## config.mk

```make
export PLATFORM = sky130hd
export DESIGN_NAME = dispatch_queue_flat
export DESIGN_NICKNAME = d
export VERILOG_FILES = /design/src/rtl/dispatch_queue_pkg.sv /design/src/rtl/dispatch_queue_if.sv /design/src/rtl/dispatch_queue.sv /design/src/flat_wrapper.sv
export SDC_FILE = /design/constraint.sdc
export NUM_CORES = 1
export LEC_CHECK = 0
export BUFFER_PORTS_ARGS = -buffer_cell sky130_fd_sc_hd__buf_2
export CELL_PAD_IN_SITES_DETAIL_PLACEMENT = 0
export CELL_PAD_IN_SITES_GLOBAL_PLACEMENT = 1
export CORE_MARGIN = 3
export CORE_UTILIZATION = 50
export CTS_CLUSTER_SIZE = 30
export DETAILED_ROUTE_END_ITERATION = 10
export PLACE_DENSITY_LB_ADDON = 0.1
export SYNTH_ARGS = -nofsm -noshare
export SYNTH_HDL_FRONTEND = slang
export SYNTH_SLANG_ARGS = --single-unit
```

## constraint.sdc

```tcl
create_clock -name clk -period 19.6 [get_ports clk]
set_input_delay 4.9 -clock clk [delete_from_list [all_inputs] [get_ports clk]]
set_output_delay 4.9 -clock clk [all_outputs]
set_load 0.005 [all_outputs]
```

## src/rtl/dispatch_queue_pkg.sv

```systemverilog
// rtl/dispatch_queue_pkg.sv - shared types and depth constant for the dispatch queue
package dispatch_queue_pkg;

  localparam int DISPATCH_DEPTH = 8;

  typedef enum logic [1:0] {
    UNIT_ALU,
    UNIT_MUL,
    UNIT_LDST,
    UNIT_BRANCH
  } unit_t;

  typedef enum logic [1:0] {
    LDST_NONE,
    LDST_LOAD,
    LDST_STORE
  } ldst_mode_t;

  typedef struct packed {
    logic       is_valid;
    logic [31:0] pc;
    unit_t      unit;
    ldst_mode_t ldst_mode;
    logic [4:0] rd;
    logic [4:0] rs1;
    logic [4:0] rs2;
  } decode_result_t;

endpackage

```

## src/rtl/dispatch_queue_if.sv

```systemverilog
// rtl/dispatch_queue_if.sv - decode-side and issue-side signal bundle for the dispatch queue
interface dispatch_queue_if
  import dispatch_queue_pkg::*;
#(
  parameter int DEPTH = DISPATCH_DEPTH
);

  logic                       flush;
  decode_result_t             in_entry  [2];
  logic                       in_ready;
  decode_result_t             out_entry [2];
  logic                       out_valid [2];
  logic                       deq_ready [2];
  logic [$clog2(DEPTH+1)-1:0] count;

  // Producer of decode pairs / consumer of issue slots (decode + issue side)
  modport master (
    output flush, in_entry, deq_ready,
    input  in_ready, out_entry, out_valid, count
  );

  // The queue itself
  modport slave (
    input  flush, in_entry, deq_ready,
    output in_ready, out_entry, out_valid, count
  );

endinterface

```

## src/rtl/dispatch_queue.sv

```systemverilog
// rtl/dispatch_queue.sv - two-wide in-order FIFO between decode and issue
module dispatch_queue
  import dispatch_queue_pkg::*;
#(
  parameter int DEPTH = DISPATCH_DEPTH
) (
  input  logic            clk,
  input  logic            rst,
  dispatch_queue_if.slave dq
);

  localparam int PW = $clog2(DEPTH);
  localparam int CW = $clog2(DEPTH + 1);

  decode_result_t mem [DEPTH];
  logic [PW-1:0]  head;
  logic [PW-1:0]  tail;
  logic [CW-1:0]  count_q;

  logic           in_ready;
  logic [1:0]     n_enq;
  logic [1:0]     n_deq;
  logic           ov0;
  logic           ov1;
  decode_result_t first_wr;
  decode_result_t rd0;
  decode_result_t rd1;

  // Ready, push compaction, pop count and output view, all from registered state
  always_comb begin
    in_ready = (CW'(DEPTH) - count_q) >= CW'(2);
    n_enq    = {1'b0, dq.in_entry[0].is_valid} + {1'b0, dq.in_entry[1].is_valid};
    // When slot 0 is empty, slot 1 slides down to the tail position
    first_wr = dq.in_entry[0].is_valid ? dq.in_entry[0] : dq.in_entry[1];

    ov0 = count_q >= CW'(1);
    ov1 = count_q >= CW'(2);

    // Slot 1 alone never pops, keeping issue in program order
    n_deq = 2'd0;
    if (dq.deq_ready[0] && dq.deq_ready[1] && ov1) begin
      n_deq = 2'd2;
    end else if (dq.deq_ready[0] && ov0) begin
      n_deq = 2'd1;
    end

    rd0          = mem[head];
    rd1          = mem[head + PW'(1)];
    rd0.is_valid = ov0;
    rd1.is_valid = ov1;

    dq.in_ready     = in_ready;
    dq.out_valid[0] = ov0;
    dq.out_valid[1] = ov1;
    dq.out_entry[0] = rd0;
    dq.out_entry[1] = rd1;
    dq.count        = count_q;
  end

  // Storage, pointers and occupancy; flush and reset discard everything without touching the array
  always_ff @(posedge clk) begin
    if (rst || dq.flush) begin
      head    <= '0;
      tail    <= '0;
      count_q <= '0;
    end else begin
      if (in_ready && (n_enq != 2'd0)) begin
        mem[tail] <= first_wr;
        if (n_enq == 2'd2) begin
          mem[tail + PW'(1)] <= dq.in_entry[1];
        end
      end
      if (in_ready) begin
        tail <= tail + PW'(n_enq);
      end
      head    <= head + PW'(n_deq);
      count_q <= count_q + (in_ready ? CW'(n_enq) : CW'(0)) - CW'(n_deq);
    end
  end

endmodule

```

## src/flat_wrapper.sv

```systemverilog
// flat-port wrapper written by rule: the top's interface ports become plain ports
module dispatch_queue_flat import dispatch_queue_pkg::*;
#(
  parameter int DEPTH = DISPATCH_DEPTH
)
  (clk, rst, dq_flush, dq_in_entry, dq_deq_ready, dq_in_ready, dq_out_entry, dq_out_valid, dq_count);
  dispatch_queue_if #(.DEPTH(DEPTH)) dq_i ();
  input  logic clk;
  input  logic rst;
  input wire logic [$bits(dq_i.flush)-1:0] dq_flush;
  input wire logic [$bits(dq_i.in_entry)-1:0] dq_in_entry;
  input wire logic [$bits(dq_i.deq_ready)-1:0] dq_deq_ready;
  output wire logic [$bits(dq_i.in_ready)-1:0] dq_in_ready;
  output wire logic [$bits(dq_i.out_entry)-1:0] dq_out_entry;
  output wire logic [$bits(dq_i.out_valid)-1:0] dq_out_valid;
  output wire logic [$bits(dq_i.count)-1:0] dq_count;
  assign dq_i.flush = dq_flush;
  assign dq_i.in_entry = {>>{dq_in_entry}};
  assign dq_i.deq_ready = {>>{dq_deq_ready}};
  assign dq_in_ready = dq_i.in_ready;
  assign dq_out_entry = {>>{dq_i.out_entry}};
  assign dq_out_valid = {>>{dq_i.out_valid}};
  assign dq_count = dq_i.count;
  dispatch_queue #(.DEPTH(DEPTH)) u_core (.clk(clk), .rst(rst), .dq(dq_i));
endmodule
```

==> results.py <==
metrics = {
    "yosys": {
        "synthesis.nets": 1528,
        "netlist.area_leader.share_pct": 49.1,
        "synth.top_cells.by_count": "sky130_fd_sc_hd__mux2_2, sky130_fd_sc_hd__edfxtp_1, sky130_fd_sc_hd__mux4_2",
        "top_cells_by_area_synth": "sky130_fd_sc_hd__edfxtp_1, sky130_fd_sc_hd__mux2_2, sky130_fd_sc_hd__mux4_2, sky130_fd_sc_hd__buf_6, sky130_fd_sc_hd__mux2_1",
        "seq_area_frac_synth_pct": 49.9,
        "area_leader_netlist": "sky130_fd_sc_hd__edfxtp_1",
        "postSynthAreaPerCell_sq_um": 17.8,
        "most_frequent_cell_after_synthesis": "sky130_fd_sc_hd__mux2_2",
        "yosys_most_used_dff": "sky130_fd_sc_hd__edfxtp_1",
        "postSynthCellCount": 1399,
        "postSynth.asyncResetShare_pct": 0,
        "count_of_flip_flops_with_a_built_in_enable_after_synthesis": 408,
        "synth-warning-count": 0,
        "synth.cell_area_sq_um": 24900,
        "number_of_synthesized_register_bits": 418,
        "number_of_distinct_standard_cells_referenced_by_the_synthesized_netlist": 39,
    },
    "timing": {
        "grt_setup_unrepaired": "false",
        "layout_worst_path_cycle_share_pct": 45.1,
        "slew_headroom_pct": 16.2,
        "maxClockFrequency_ghz": 0.113,
        "timing_hold_violations_final": 0,
        "finalSetupViolCount": 0,
        "skew_ns": 0.0163,
        "timing.setup.tns_ns": 0,
        "timing.hold.ws_ns": 0.564,
        "max_slew.worst_pin.slew_ns": 1.25,
        "finalMaxSlewViolations": 0,
        "finalCriticalPeriod_ns": 8.84,
    },
    "global_routing": {
        "grt_max_degree": 130,
        "grt_first_pass_wirelength_um": 98100,
        "grt_overflow": 0,
        "antenna_found_initial": 3,
        "via_count_of_the_first_global_routing_pass": 15300,
        "globalRouteTotalUtil_pct": 24.7,
    },
    "clocking": {
        "clkTransAtPathRegs_ns": 0.06,
        "cts_sinks": 418,
        "cts-hold-fix-buffers": 0,
        "clockRootBuffer": "sky130_fd_sc_hd__clkbuf_16",
        "cts_repair_resize_count": 0,
        "cts_setup_buffers": 0,
        "cts_tree": "built",
        "ctsLongestPathBuffers": 3,
        "ctsHtreeMaxLevel": 2,
        "cts_inserted_buffers": 47,
        "clk-insertion-delay-late_ns": 0.57,
    },
    "setup_path": {
        "critical_path_buf_inv_count": 2,
        "worstPathArrival_ns": 3.94,
        "crit-reg2reg-launch": "u_core.dq.count[1]",
        "timing.reg2reg.worst_path_depth": 8,
        "worst_ep_required_time_ns": 14.70,
        "cp-end-kind": "output port",
        "worst_path_largest_cell_delay_ns": 0.86,
        "path_delay_family": "buffers and inverters",
        "crit_path_max_fanout": 55,
        "crit_cells": 5,
        "critical_path.cell_chain": "ha_4 -> buf_4 -> mux4_2 -> mux2_2 -> buf_2",
        "critical_path.startpoint_type": "flop",
        "setup.worst_path.class": "reg -> out",
        "worstSetupStartpoint": "u_core.head[1]",
        "cp_slowest_cell": "sky130_fd_sc_hd__ha_4",
    },
    "floorplan": {
        "floorplan.die.height_um": 229,
        "design.core.area_sq_um": 49100,
        "floorplan.die_area_sq_um": 52600,
        "fp-row-count": 81,
        "initial_core_util_pct": 50.8,
        "die-width_um": 229,
        "ports_placed_on_the_boundary": 220,
    },
    "drt": {
        "vias": 14300,
        "drt_first_pass_iters": 5,
        "detail_route.vias_per_cell": 6.29,
        "routed_wl_um": 64400,
        "ant_nets": 0,
        "detail_route.drc_violations": 0,
        "detail_route.iter0.violations": 999,
        "routedWlPerCell_um": 28.2,
    },
    "flow_run": {
        "max-cap-violations": 0,
    },
    "min_path": {
        "min-delay-path-class": "reg -> reg",
        "whs_path_depth": 2,
        "hp-start": "u_core.tail[1]",
    },
    "place": {
        "numPortBuffers": 219,
        "dp_wirelength_um": 36000,
        "gp_routability_congestion": 0.777,
    },
    "final_layout": {
        "area_delta_synth_final_pct": 11.8,
        "drive_gt1_share_pct": 66.6,
        "nets_final": 1709,
    },
    "power_and_ir_drop": {
        "p_leak_nw": 8.99,
        "maximum_resistive_drop_on_vdd_mv": 0.0673,
        "cellPowerDensity_nw_per_um2": 94.7,
    },
    "status": {
        "outcome": "finished clean",
    },
}
==> where the power goes <==
| group | switching, mW | internal (mW) | total, mW |
|---|---|---|---|
| logic | 0.347 | 0.384 | 0.731 |
| registers | 0.0338 | 1.04 | 1.07 |
| clock network | 0.355 | 0.479 | 0.834 |
==> cells by family (layout without fill, tap and decap cells) <==
logic type                 count (synthesis)  after routing  synth area share (%)
AOI/OAI and AO/OA                         17             17                 0.447
xor gates and xnor gates                   6              6                 0.211
adders and majority gates                 20             20                  1.12
buffers and inverters                    128            343                  3.31
DFF                                      418            418                  49.9
muxes                                    765            765                  43.8
other                                      0              2                     0
and+or+nand+nor                           45             45                  1.20
==> final timing paths <==
check / slack, ns / endpoint
max: 10.76 / dq_out_entry[13]
min: 0.56 / u_core.tail[1]
max reg2reg: 15.51 / u_core.mem[1][34]
min reg2reg: 0.56 / u_core.tail[1]
==> tightest hold or removal path, stage by stage, from the launching register on <==
cell and delay [ns]:
sky130_fd_sc_hd__dfxtp_1 0.35, sky130_fd_sc_hd__nor2_1 0.12, sky130_fd_sc_hd__a211oi_1 0.05
==> placed cells by master, fill, tap and decap left out, drive strengths merged, types with 3 or more instances in the layout <==
cell	n
mux2	561
edfxtp	408
buf	244
mux4	204
clkbuf	58
clkinv	23
ha	16
inv	15
nor2	11
dfxtp	10
nand2	6
o21bai	6
nand3b	5
nand3	4
a21oi	4
fa	4
xor2	4
nor3	4
o21ai	4
and2	3
nor3b	3
==> per-layer routing <==
metal,global-route usage (%),vias to the layer above,part of all wire (%),wire length [um]
met5,0,-,0.022,14
met4,6.86,2,2.5,1600
met3,3.66,97,4.8,3080
met2,41.8,394,50,32200
met1,33.5,7644,43,27500
li1,-,6212,-,-
==> layout make-up <==
class / instances / area [sq um]
Antenna cell: 2 / 5.00
Clock buffer: 58 / 1260
Clock inverter: 25 / 164
Fill cell: 3898 / 21200
Inverter: 16 / 61.3
Multi-Input combinational cell: 853 / 11800
Sequential cell: 418 / 12500
Tap cell: 664 / 831
Timing Repair Buffer: 244 / 1300
==> sequential cells by signal (all words and copies together), names as in the netlist <==
name and flops:
u_core.dq.count 4, u_core.mem 408, u_core.tail 3, u_core.head 3
==> metrics by stage <==
| stage | util (%) | std cells | worst slack (ns) | cell area [sq um] | power, mW |
|---|---|---|---|---|---|
| finish | 56.8 | 2280 | 10.76 | 27900 | 2.64 |
| global route | 56.8 | 2278 | 10.59 | 27900 | 2.76 |
| CTS | 56.8 | 2278 | 10.64 | 27900 | 2.67 |
| detailed placement | 53.9 | 2195 | 10.65 | 26400 | 1.83 |
| global placement | 53.9 | 2195 | 10.73 | 26400 | 1.82 |
| floorplan | - | 1399 | 9.52 | 24900 | 1.60 |
Power figures use the tool's default switching activity.
